**config.mk**
```make
export PLATFORM = sky130hd
export DESIGN_NAME = lane_judge
export DESIGN_NICKNAME = d
export VERILOG_FILES = /design/src/rtl/lane_judge.sv
export SDC_FILE = /design/constraint.sdc
export NUM_CORES = 1
export LEC_CHECK = 0
export ABC_AREA = 1
export BUFFER_PORTS_ARGS = -buffer_cell sky130_fd_sc_hd__buf_2
export CORE_MARGIN = 4
export CORE_UTILIZATION = 54
export CTS_BUF_LIST = sky130_fd_sc_hd__clkbuf_16
export DETAILED_ROUTE_END_ITERATION = 8
export GPL_ROUTABILITY_DRIVEN = 0
export PLACE_DENSITY = 0.82
export REMOVE_ABC_BUFFERS = 1
export SLEW_MARGIN = 20
export SYNTH_ARGS = -nofsm -noshare
export SYNTH_HDL_FRONTEND = slang
export SYNTH_SLANG_ARGS = --single-unit
export TNS_END_PERCENT = 1
```
**constraint.sdc**
```tcl
create_clock -name Clk -period 2.4 [get_ports Clk]
set_input_delay 0.48 -clock Clk [delete_from_list [all_inputs] [get_ports Clk]]
set_output_delay 0.48 -clock Clk [all_outputs]
set_load 0.02 [all_outputs]
```
**src/rtl/lane_judge.sv**
```systemverilog
// lane_judge: per-lane chart pointer and hit judge for the rhythm-game chart path.
// The block drives the chart ROM address. It compares the head entry (key_1)
// against song time and the synchronised lane key, and it emits one judgement
// per note, or one per hold body.
// Optional build macro: LANE_JUDGE_COMBO_EN adds a saturating combo counter output.
module lane_judge #(
    parameter int NOTE_COUNT  = 148,
    parameter int PERFECT_WIN = 3,
    parameter int GOOD_WIN    = 6,
    parameter int EARLY_WIN   = 10
) (
    input  logic        Clk,
    input  logic        Reset_n,
    input  logic        start,
    input  logic [13:0] song_time,
    input  logic        key_down,
    output logic [7:0]  addr,
    input  logic [15:0] key_1,
    input  logic [15:0] key_2,
    input  logic [15:0] key_3,
    input  logic [15:0] key_4,
    output logic        judge_valid,
    output logic [1:0]  judge_code,
    output logic        hold_active,
    output logic        done
`ifdef LANE_JUDGE_COMBO_EN
    ,
    output logic [9:0]  combo
`endif
);

    typedef enum logic [1:0] {IDLE, RUN, HOLD, DONE} state_t;

    localparam logic [1:0] T_TAP    = 2'b00;
    localparam logic [1:0] T_HSTART = 2'b01;
    localparam logic [1:0] T_HEND   = 2'b10;
    localparam logic [1:0] T_RSVD   = 2'b11;

    localparam logic [1:0] J_PERFECT = 2'b00;
    localparam logic [1:0] J_GOOD    = 2'b01;
    localparam logic [1:0] J_MISS    = 2'b10;
    localparam logic [1:0] J_BREAK   = 2'b11;

    localparam logic [8:0]         NOTE_END  = 9'(NOTE_COUNT);
    localparam logic signed [14:0] PERFECT_S = 15'(PERFECT_WIN);
    localparam logic signed [14:0] GOOD_S    = 15'(GOOD_WIN);
    localparam logic signed [14:0] EARLY_S   = 15'(EARLY_WIN);

    state_t state_reg;

    logic key_meta_reg, key_sync_reg, key_prev_reg;
    logic press_reg, rel_reg;

    logic [1:0]         head_type;
    logic [13:0]        head_time;
    logic signed [14:0] d;
    logic signed [14:0] d_abs;
    logic               in_range;
    logic [8:0]         step_one;
    logic [8:0]         step_two;
    logic [7:0]         miss_addr;
    logic               judge_fire;
    logic [1:0]         judge_kind;

    // The lookahead entries go only to the renderer. They are not used for judging.
    logic unused_lookahead;
    assign unused_lookahead = ^{key_2, key_3, key_4};

    assign head_type = key_1[15:14];
    assign head_time = key_1[13:0];
    assign d         = $signed({1'b0, song_time}) - $signed({1'b0, head_time});
    assign d_abs     = d[14] ? -d : d;
    assign in_range  = ({1'b0, addr} < NOTE_END);
    assign step_one  = {1'b0, addr} + 9'd1;
    assign step_two  = {1'b0, addr} + 9'd2;

    // A missed hold-start also skips its hold-end. The pointer never runs past the chart end.
    assign miss_addr = (head_type == T_HSTART) ?
                       ((step_two > NOTE_END) ? NOTE_END[7:0] : step_two[7:0]) :
                       step_one[7:0];

    // Synchronise the raw key level, then register the press and release strobes.
    always_ff @(posedge Clk or negedge Reset_n) begin
        if (!Reset_n) begin
            key_meta_reg <= 1'b0;
            key_sync_reg <= 1'b0;
            key_prev_reg <= 1'b0;
            press_reg    <= 1'b0;
            rel_reg      <= 1'b0;
        end else begin
            key_meta_reg <= key_down;
            key_sync_reg <= key_meta_reg;
            key_prev_reg <= key_sync_reg;
            press_reg    <= key_sync_reg & ~key_prev_reg;
            rel_reg      <= ~key_sync_reg & key_prev_reg;
        end
    end

    // Decide whether the head entry is judged this cycle, and with which code.
    always_comb begin
        judge_fire = 1'b0;
        judge_kind = J_PERFECT;
        case (state_reg)
            RUN: begin
                if (in_range && (head_type == T_TAP || head_type == T_HSTART)) begin
                    if (d > GOOD_S) begin
                        judge_fire = 1'b1;
                        judge_kind = J_MISS;
                    end else if (press_reg && d_abs <= GOOD_S) begin
                        judge_fire = 1'b1;
                        judge_kind = (d_abs <= PERFECT_S) ? J_PERFECT : J_GOOD;
                    end else if (press_reg && d >= -EARLY_S && d < -GOOD_S) begin
                        judge_fire = 1'b1;
                        judge_kind = J_MISS;
                    end
                end
            end
            HOLD: begin
                if (head_type == T_HEND) begin
                    if (key_prev_reg && d >= 15'sd0) begin
                        judge_fire = 1'b1;
                        judge_kind = J_PERFECT;
                    end else if (rel_reg) begin
                        judge_fire = 1'b1;
                        judge_kind = (d >= -GOOD_S) ? J_PERFECT : J_BREAK;
                    end
                end
            end
            default: begin
                judge_fire = 1'b0;
            end
        endcase
    end

    // Main FSM. It updates the address pointer and the registered judge outputs. start overrides everything.
    always_ff @(posedge Clk or negedge Reset_n) begin
        if (!Reset_n) begin
            state_reg   <= IDLE;
            addr        <= 8'd0;
            judge_valid <= 1'b0;
            judge_code  <= J_PERFECT;
            hold_active <= 1'b0;
            done        <= 1'b0;
        end else if (start) begin
            state_reg   <= RUN;
            addr        <= 8'd0;
            judge_valid <= 1'b0;
            hold_active <= 1'b0;
            done        <= 1'b0;
        end else begin
            judge_valid <= judge_fire;
            if (judge_fire) begin
                judge_code <= judge_kind;
            end
            case (state_reg)
                IDLE: begin
                    done <= 1'b0;
                end
                RUN: begin
                    if (!in_range) begin
                        state_reg <= DONE;
                        done      <= 1'b1;
                    end else if (head_type == T_HEND || head_type == T_RSVD) begin
                        addr <= step_one[7:0];
                    end else if (judge_fire) begin
                        if (judge_kind == J_MISS) begin
                            addr <= miss_addr;
                        end else begin
                            addr <= step_one[7:0];
                            if (head_type == T_HSTART) begin
                                state_reg   <= HOLD;
                                hold_active <= 1'b1;
                            end
                        end
                    end
                end
                HOLD: begin
                    if (head_type != T_HEND) begin
                        state_reg   <= RUN;
                        hold_active <= 1'b0;
                    end else if (judge_fire) begin
                        addr        <= step_one[7:0];
                        state_reg   <= RUN;
                        hold_active <= 1'b0;
                    end
                end
                DONE: begin
                    done <= 1'b1;
                end
                default: begin
                    state_reg <= IDLE;
                end
            endcase
        end
    end

`ifdef LANE_JUDGE_COMBO_EN
    // Combo counter. A hit counts up, saturating at 999. A miss, a hold-break or a start clears it.
    always_ff @(posedge Clk or negedge Reset_n) begin
        if (!Reset_n) begin
            combo <= 10'd0;
        end else if (start) begin
            combo <= 10'd0;
        end else if (judge_fire) begin
            if (judge_kind == J_MISS || judge_kind == J_BREAK) begin
                combo <= 10'd0;
            end else if (combo != 10'd999) begin
                combo <= combo + 10'd1;
            end
        end
    end
`endif

endmodule

```
# Word-level counts from Yosys, hierarchy flattened
# Index checks and enable logic that the tools add are counted.
dict set report op_classes {
  n_addsub 4
  mul 0
  div 0
  n_lt_le_gt_ge 9
  n_eq_ne 22
  shifts 0
  mux 51
  bitwise_logic 5
  n_reduce_logical 16
}
# operator n
set ops {}
lappend ops {{2-to-1 mux 8 bit} 9}
lappend ops {{2-to-1 mux 2 bit} 16}
lappend ops {{inequality test 3 bit, second input constant} 8}
lappend ops {{inequality test 4 bit, second input constant} 6}
lappend ops {{2-to-1 mux 1 bit} 19}
lappend ops {{case mux 8 bit (2 select lines)} 1}
lappend ops {{>= comparator 15 x 1 -> 1 bit, second input constant} 1}
lappend ops {{>= comparator 15 x 4 -> 1 bit, second input constant} 1}
lappend ops {{>= comparator 15 x 5 -> 1 bit, second input constant} 1}
lappend ops {{greater-than comparator 15 x 4 -> 1 bit, second input constant} 1}
lappend ops {{<= comparator 15 x 3 -> 1 bit, second input constant} 1}
lappend ops {{<= comparator 15 x 4 -> 1 bit, second input constant} 1}
lappend ops {{< comparator 15 x 4 -> 1 bit, second input constant} 1}
lappend ops {{2-to-1 mux 15 bit} 1}
lappend ops {{negator 15 bit} 1}
lappend ops {{subtractor 14 x 14 -> 15 bit} 1}
lappend ops {{== test 2 bit, second input constant} 5}
lappend ops {{adder 8 x 2 -> 9 bit, second input constant} 1}
lappend ops {{greater-than comparator 9 x 8 -> 1 bit, second input constant} 1}
lappend ops {{adder 8 x 1 -> 8 bit, second input constant} 1}
lappend ops {{< comparator 8 bit, second input constant} 1}
lappend ops {{case mux 2 bit (2 select lines)} 2}
lappend ops {{AND reduction 7 bit} 1}
lappend ops {{AND reduction 6 bit} 1}
lappend ops {{other kinds (13)} 25}
dict set report word_totals {
  ff_bits 20
  latchBits 0
  ram_bits 0
  rom_bits 0
  inputBits 82
  out_inout_bits 13
  n_memories 0
}

# Longest topological paths before layout
# Gate-level depths: netlist (run 1).
dict set report logic_depth {
  depth_word 16
  depth_mapped 29
  mapped_depth_nobuf 29
}

# Least setup slack after synthesis (run 1)
# OpenSTA, ideal clock, no wires.
dict set report synth_timing {
  kind {input port to flip-flop}
  startpoint {input port song_time[0]}
  endpoint {register addr[0]}
  setup_time_ns 0.118
  t_arrival_ns 3.082
  required_ns 2.282
  path_slack_ns -0.800
  path_stages 29
  n_path_buf 0
  path_cell_list {inv_1 ha_1 fa_1 inv_1 nand3_1 nand2_2 nand2_1 nand2_1 nand2_1 nand2_2 nand2_1 nor2_1 nand2_1 nand2_1 nand2_1 nand2_1 nand3_1 nor2_2 nand3_1 nand3_2 nand3_2 nand2_2 nand2_4 nand2_4 nand2_4 nor2_2 nand2_1 nand2_1 nand2_1}
}
dict set report synth_via {
  elab_chain_len 16
  elab_cells_between_ends 41
  cone_classes {2 x add/sub; 7 x order compare; 3 x eq/ne; 24 x mux; 5 x reduce/logical}
}
# item line
set synth_rtl {}
lappend synth_rtl {{from (decl)} 15} ;# input logic [13:0] song_time,
lappend synth_rtl {{subtractor 14 x 14 -> 15 bit *} 71} ;# assign d = $signed({1'b0, song_time}) - $signed({1'b0, head_time});
lappend synth_rtl {{negator 15 bit / >= comparator 15 x 5 -> 1 bit (equally long branches)} {72, 112}}
lappend synth_rtl {{2-to-1 mux 15 bit / logical AND 1 bit (equally long branches)} {72, 112}}
lappend synth_rtl {{<= comparator 15 x 3 -> 1 bit (tied with other cells)} 111} ;# judge_kind = (d_abs <= PERFECT_S) ? J_PERFECT : J_GOOD;
lappend synth_rtl {{2-to-1 mux 1 bit (tied with other cells)} 111}
lappend synth_rtl {{2-to-1 mux 2 bit} 109} ;# end else if (press_reg && d_abs <= GOOD_S) begin
lappend synth_rtl {{2-to-1 mux 2 bit} 106} ;# if (d > GOOD_S) begin
lappend synth_rtl {{2-to-1 mux 2 bit} 105} ;# if (in_range && (head_type == T_TAP || head_type == T_HSTART)) begin
lappend synth_rtl {{case mux 2 bit (2 select lines)} 103} ;# case (state_reg)
lappend synth_rtl {{== test 2 bit} 166} ;# if (judge_kind == J_MISS) begin
lappend synth_rtl {{2-to-1 mux 8 bit} 166}
lappend synth_rtl {{2-to-1 mux 8 bit} 165} ;# end else if (judge_fire) begin
lappend synth_rtl {{2-to-1 mux 8 bit} 163} ;# end else if (head_type == T_HEND || head_type == T_RSVD) begin
lappend synth_rtl {{2-to-1 mux 8 bit} 160} ;# if (!in_range) begin
lappend synth_rtl {{case mux 8 bit (2 select lines)} 155} ;# case (state_reg)
lappend synth_rtl {{2-to-1 mux 8 bit} 144} ;# end else if (start) begin
lappend synth_rtl {{to (signal assigned)} 164} ;# addr <= step_one[7:0];
lappend synth_rtl {{to (signal assigned)} 167} ;# addr <= miss_addr;
lappend synth_rtl {{to (signal assigned)} 169} ;# addr <= step_one[7:0];
lappend synth_rtl {{to (decl)} 17} ;# output logic [7:0] addr,
# Every way passes the cells marked *; elsewhere a longest branch is shown, timed or not. The select of a mux whose other input is x is not followed.
# A chain may end at the register's enable or synchronous reset.

# Final worst setup path (run 1)
dict set report layout_timing {
  startpoint {input port song_time[0]}
  endpoint {register addr[2]}
}
# Same word-level chain as after synthesis.

==> results of run 1 <==
-- cells by family (layout without fill, tap and decap cells) --
family	after synthesis	after routing	synth area share, %
XOR/XNOR	9	9	2.60
buffers and inverters	97	233	11.3
flip-flops	20	20	15.1
AO/OA/AOI/OAI	41	41	7.53
AND/OR/NAND/NOR	394	394	54.2
adder cells (fa/ha/maj)	24	24	9.27
-- layout make-up --
cell class	instances	area (sq um)	share of cell area, %
Clock buffer	3	75.1	1.55
Clock inverter	1	30.0	0.622
Inverter	93	354	7.33
Multi-Input combinational cell	468	2840	58.8
Sequential cell	20	500	10.4
Tap cell	75	93.8	1.94
Timing Repair Buffer	136	938	19.4
-- Yosys cell counts (2+ instances only) --
cell,instances
inv_1,88
nand2_1,200
nor2_2,6
ha_1,23
nand4_1,16
nor2_1,60
o21ai_0,15
a21oi_1,13
xor2_1,6
nand2_2,17
inv_2,5
o21ai_1,2
nand3_2,8
xnor2_1,2
a21oi_2,3
nor3_1,10
nand3_1,65
nand2_4,4
dfrtp_1,20
and2_1,2
-- metal layers --
layer / routed length (um) / part of all wire, %
met5: 0 / 0
met4: 489 / 4.1
met3: 1050 / 8.8
met2: 5880 / 49
met1: 4580 / 38
-- metrics by stage --
step / hold slack, ns / utilization, % / setup TNS [ns] / setup WS (ns)
finish: 0.171 / 81.1 / -13.63 / -1.02
global route: 0.202 / 81.1 / -15.97 / -1.18
CTS: 0.185 / 74.3 / -10.63 / -0.802
detailed placement: 0.340 / 70.0 / -16.98 / -1.29
global placement: 0.338 / 70.0 / -14.65 / -1.09
floorplan: 0.184 / - / -11.59 / -0.883
-- what timing repair did --
action,in CTS,in global routing
gates resized for setup,23,83
endpoints found under the setup margin,14,14
pin swaps,19,52
buffers inserted,8,10
-- worst max-delay path, cell delays in order --
cell     delay (ns)
buf_6          0.08
inv_4          0.03
ha_4           0.15
fa_2           0.39
xnor2_2        0.25
inv_1          0.13
nand2_4        0.09
nor2_4         0.05
nand3_4        0.09
buf_6          0.11
nand2_1        0.06
nand2_1        0.10
nand2_2        0.06
a21oi_2        0.17
nand2_2        0.10
nor2_2         0.15
nand3_1        0.10
nand3_2        0.14
nand3_2        0.11
nand2_2        0.12
nand2_4        0.10
nand2_4        0.11
nand2_4        0.07
nor2_4         0.21
nand2_1        0.08
nand2_1        0.07
-- worst min path at each step --
stage	from	end	slack, ns	depth (start not counted)
finish	Reset_n	judge_code[1]$_DFFE_PN0P_	0.17	1
CTS	Reset_n	done$_DFFE_PN0P_	0.19	1
global route	Reset_n	done$_DFFE_PN0P_	0.20	1
global placement	key_meta_reg$_DFF_PN0_	key_sync_reg$_DFF_PN0_	0.34	0
floorplan	Reset_n	addr[0]$_DFFE_PN0P_	0.18	0
detailed placement	key_meta_reg$_DFF_PN0_	key_sync_reg$_DFF_PN0_	0.34	0
-- report_power, final --
group          total (mW)  internal [mW]  switching, mW
clock network       0.453          0.331          0.123
logic                2.14          0.824           1.32
registers           0.519          0.422         0.0974
==> impl_metrics.json, run 1 <==
{
  "core-area_sq_mm": 0.00596,
  "synthTopCellsByArea": "nand2_1, dfrtp_1, inv_1",
  "synthArstFlopShare_pct": 100,
  "yosys.area.top_type": "nand2_1",
  "cts_hold_buf": 0,
  "synth_edf_count": 0,
  "post-route-drc-count": 0,
  "hp-class": "in2async",
  "fillCellCount": 373,
  "critPathKind": "in2reg",
  "syn_area_sq_mm": 0.00332,
  "die_area_sq_mm": 0.00747,
  "violations": "setup timing",
  "worstMarginPinSlew_ns": 0.516,
  "final_cell_mix": "nand2_1, buf_4, inv_1",
  "antenna_found_initial": 0,
  "seq_area_frac_synth_pct": 15.1,
  "syn_to_final_growth_pct": 45.4,
  "vias": 4618,
  "viasPerCell": 5.80,
  "die_width_um": 86.4,
  "crit_fanout": 7,
  "min_period_ns": 3.42,
  "grtUsageMet2_pct": 46.5,
  "syn_avg_cell_area_sq_um": 5.68,
  "maxSlewViolCount": 0,
  "layout-drive-gt1-share_pct": 37.2,
  "postRouteAntennaNets": 0,
  "cts_max_path_buffers": 2,
  "crit_required_ns": 2.58,
  "yosys_most_used_dff": "dfrtp_1",
  "max_freq_mhz": 292,
  "synth_top_area_share_pct": 22.6,
  "max_slew_margin_pct": 65.3,
  "routed_wl_mm": 12.0,
  "grt_util_all_layers_pct": 26.4,
  "dr.pass1.iters": 6,
  "worstSetupStartpointType": "input pin",
  "cts_max_level": 1,
  "drv_cap": 0,
  "drt_iter0_markers": 479,
  "r2r_start": "addr[1]$_DFFE_PN0P_",
  "skew_ns": 0.00746,
  "startpoint": "song_time[0]",
  "power_mw": 3.12,
  "overflow": 0,
  "grt_pass1_vias": 3904,
  "io_pins": 95,
  "antenna_cells": 0,
  "synth_warnings": 0,
  "num_rows": 28,
  "layout.nets": 828,
  "insertion_delay_ns": 0.25,
  "status": "complete, but fails checks",
  "r2r_cells": 16,
  "r2r-end": "addr[1]$_DFFE_PN0P_",
  "final.setup.worst_slack_ns": -1.02,
  "endpoint": "addr[2]$_DFFE_PN0P_",
  "grt_max_degree": 21,
  "clock-root-buffer": "clkbuf_16",
  "fin_crit_sh_pct": 143,
  "fin_cells": 796,
  "synthDistinctLibCells": 40,
  "reg2reg_slack_ns": 0.01,
  "finalInstanceArea_sq_mm": 0.00483,
  "layout_commonest_cell": "nand2_1",
  "placed_cell_area_sq_mm": 0.00417,
  "cp.arrival_ns": 3.61,
  "dp_hpwl_mm": 7.61,
  "initial_core_util_pct": 55.8,
  "cts_buffers": 3,
  "power.density_mw_per_mm2": 645,
  "rsz0062_at_grt": "yes",
  "syn_inst": 585,
  "top_usage_layer": "met2",
  "hold_violations": 0,
  "setup_viol": 14,
  "cts_tree": "done",
  "leakage_nw": 2.71,
  "grtUsageMet3_pct": 3.23,
  "use_met1_pct": 34.2,
  "end_kind": "flip-flop",
  "largest_reg_flops": 8,
  "numPortBuffers": 46,
  "die_h_um": 86.4,
  "dpl.cell_count": 774,
  "yosys_register_bits": 20,
  "clkTransAtPathRegs_ns": 0.06,
  "cts.sinks": 20,
  "ir_drop_mv": 0.597,
  "grt_pass1_wl_mm": 16.6,
  "wl_per_cell_um": 15.1
}
No activity file was read; power rests on OpenSTA's default activity.
==> run 2, diff against run 1 <==
--- a/config.mk
+++ b/config.mk
@@ -8,3 +8,3 @@
 export ABC_AREA = 1
-export BUFFER_PORTS_ARGS = -buffer_cell sky130_fd_sc_hd__buf_2
+export BUFFER_PORTS_ARGS = -buffer_cell sky130_fd_sc_hd__buf_4
 export CORE_MARGIN = 4
==> constraint.sdc (replaced) <==
create_clock -name Clk -period 2.4 [get_ports Clk]
set_input_delay 0.24 -clock Clk [delete_from_list [all_inputs] [get_ports Clk]]
set_output_delay 0.24 -clock Clk [all_outputs]
set_load 0.02 [all_outputs]
==> run 2 against run 1 <==
  * The run ends with DRC, setup timing left
  * Clock skew is 0.0059 ns lower
  * Count of clock-buffer cells in the layout unchanged
  * Global-route usage rose by 1.6 points
  * First-iteration DRC count grew 94%
  * Core utilization increased by 5.3 points
  * Sequential cell count is the same
  * Sequential power is 1% higher
  * Clock power is 2% higher
  * Largest cell class unchanged
==> impl_metrics.json, run 2 (synthesis results as in run 1) <==
{
  "status": "complete, but fails checks",
  "violations": "DRC, setup timing",
  "dr.pass1.iters": 9,
  "dp_hpwl_mm": 7.83,
  "critPathMaxStageDelay_ns": 0.34,
  "num_rows": 28,
  "end_kind": "flip-flop",
  "worst-path-stages": 26,
  "antenna_found_initial": 0,
  "ir_drop_mv": 0.691,
  "p_int_mw": 1.66,
  "p_switching_mw": 1.76,
  "clkTransAtPathRegs_ns": 0.06,
  "layout-drive-gt1-share_pct": 38.3,
  "die_area_sq_mm": 0.00747,
  "fin_crit_sh_pct": 148,
  "crit_required_ns": 2.59,
  "postRouteAntennaNets": 0,
  "setup_viol": 14,
  "wl_per_cell_um": 19.7,
  "hp-class": "in2reg",
  "p_comb_share_pct": 71.1,
  "routed_wl_mm": 15.7,
  "die_width_um": 86.4,
  "dpl.cell_count": 776,
  "leakage_nw": 2.79,
  "initial_core_util_pct": 55.8,
  "worstSetupStartpointType": "input pin",
  "antenna_cells": 0,
  "cp.arrival_ns": 3.74,
  "drv_cap": 0,
  "power_mw": 3.42,
  "cts_max_level": 1,
  "seqPwrFrac_pct": 15.4,
  "critPathTopFamily": "simple AND/OR/NAND/NOR gates",
  "worst_path_max_delay_cell": "ha_1",
  "core-area_sq_mm": 0.00596,
  "worst_hold_path.num_cells": 1,
  "max_freq_mhz": 281,
  "finalInstanceArea_sq_mm": 0.00515,
  "overflow": 0,
  "min_period_ns": 3.56,
  "layout_commonest_cell": "nand2_1",
  "grt_max_degree": 23,
  "clock-root-buffer": "clkbuf_16",
  "vias": 5150,
  "grt_pass1_vias": 4207,
  "grt_pass1_wl_mm": 17.7,
  "final.setup.worst_slack_ns": -1.16,
  "fillCellCount": 301,
  "skew_ns": 0.00153,
  "layout.nets": 828,
  "syn_to_final_growth_pct": 55.0,
  "worstMarginPinSlew_ns": 0.643,
  "cts_buffers": 3,
  "maxSlewViolCount": 0,
  "pre_cts_ws_ns": -1.09,
  "drt_iter0_markers": 930,
  "rsz0062_at_grt": "yes",
  "cts.sinks": 20,
  "critPathKind": "in2reg",
  "final_cell_mix": "nand2_1, buf_4, inv_1",
  "largest_reg_flops": 8,
  "max_slew_margin_pct": 56.8,
  "post-route-drc-count": 2,
  "cts_max_path_buffers": 2,
  "crit_fanout": 7,
  "power.density_mw_per_mm2": 663,
  "path_buf_inv": 3,
  "numPortBuffers": 46,
  "io_pins": 95,
  "pwr-share-clk_pct": 13.5,
  "placed_cell_area_sq_mm": 0.00430,
  "switching_share_pct": 51.4,
  "die_h_um": 86.4,
  "hold_violations": 0,
  "viasPerCell": 6.47,
  "cts_tree": "done",
  "grt_util_all_layers_pct": 28.0,
  "insertion_delay_ns": 0.26,
  "fin_cells": 796,
  "r2r_cells": 16
}
==> run 2: through the flow <==
stage | utilization, % | hold slack [ns] | setup TNS (ns)
floorplan | - | -0.0556 | -8.23
global placement | 72.2 | 0.125 | -11.11
detailed placement | 72.2 | 0.134 | -14.01
CTS | 77.4 | 0.0875 | -7.07
global route | 86.4 | 0.0857 | -14.60
finish | 86.4 | 0.0863 | -14.65
==> run 2: routing by layer <==
| layer | share of wire, % | track usage (%) | vias up |
|---|---|---|---|
| li1 | - | - | 2141 |
| met1 | 33 | 36.2 | 2228 |
| met2 | 43 | 47.4 | 565 |
| met3 | 13 | 4.56 | 216 |
| met4 | 9.6 | 9.21 | 0 |
| met5 | 0 | 0 | - |
==> run 2: worst reg2reg max path, cell delays in order (launching register included) <==
cell      delay (ns)
dfrtp_1         0.44
ha_1            0.21
inv_1           0.09
nor2_1          0.14
xor2_1          0.31
nand2_1         0.11
o21bai_1        0.14
nand2_1         0.16
o21ai_0         0.19
nand2_1         0.08
nand4_1         0.09
nand2_1         0.06
nand2_1         0.06
nand2_1         0.07
nor2_1          0.15
nand2_1         0.09
nand2_1         0.11
==> run 2: final cells by class <==
type	instances	area [sq um]	area share [%]
inverters	93	354	6.88
well taps	75	93.8	1.82
flip-flops and latches	20	500	9.72
clock inverters	1	30.0	0.583
repair buffers	136	1080	20.9
clock buffers	3	75.1	1.46
multi-input cells	468	3020	58.6
==> run 2: repair_timing <==
item / 4_1_cts / 5_1_grt
hold buffers: 1 / 0
resized for setup: 41 / 93
setup endpoints to repair: 14 / 14
pin swaps: 32 / 48
endpoints found under the hold margin: 20 / 0
buffers inserted: 4 / 9
cloned: 0 / 2
==> run 2: worst paths after layout <==
check                                        from                         to  slack, ns
setup reg to reg              addr[1]$_DFFE_PN0P_        addr[3]$_DFFE_PN0P_      -0.16
hold / removal                           key_down     key_meta_reg$_DFF_PN0_       0.09
min in group asynchronous                 Reset_n        addr[2]$_DFFE_PN0P_       0.40
hold reg to reg            key_meta_reg$_DFF_PN0_     key_sync_reg$_DFF_PN0_       0.36
setup / recovery                         key_1[6]        addr[3]$_DFFE_PN0P_      -1.16
max in group asynchronous                 Reset_n  judge_code[1]$_DFFE_PN0P_       1.78
==> run 2: power by group through the flow <==
| stage | clock network [mW] | logic, mW | registers (mW) |
|---|---|---|---|
| final | 0.462 | 2.43 | 0.525 |
| after global routing | 0.472 | 2.58 | 0.535 |
| after CTS | 0.465 | 1.93 | 0.515 |
| after detailed placement | 0 | 1.81 | 0.518 |
| after global placement | 0 | 1.75 | 0.516 |
| after floorplan | 0 | 1.09 | 0.583 |
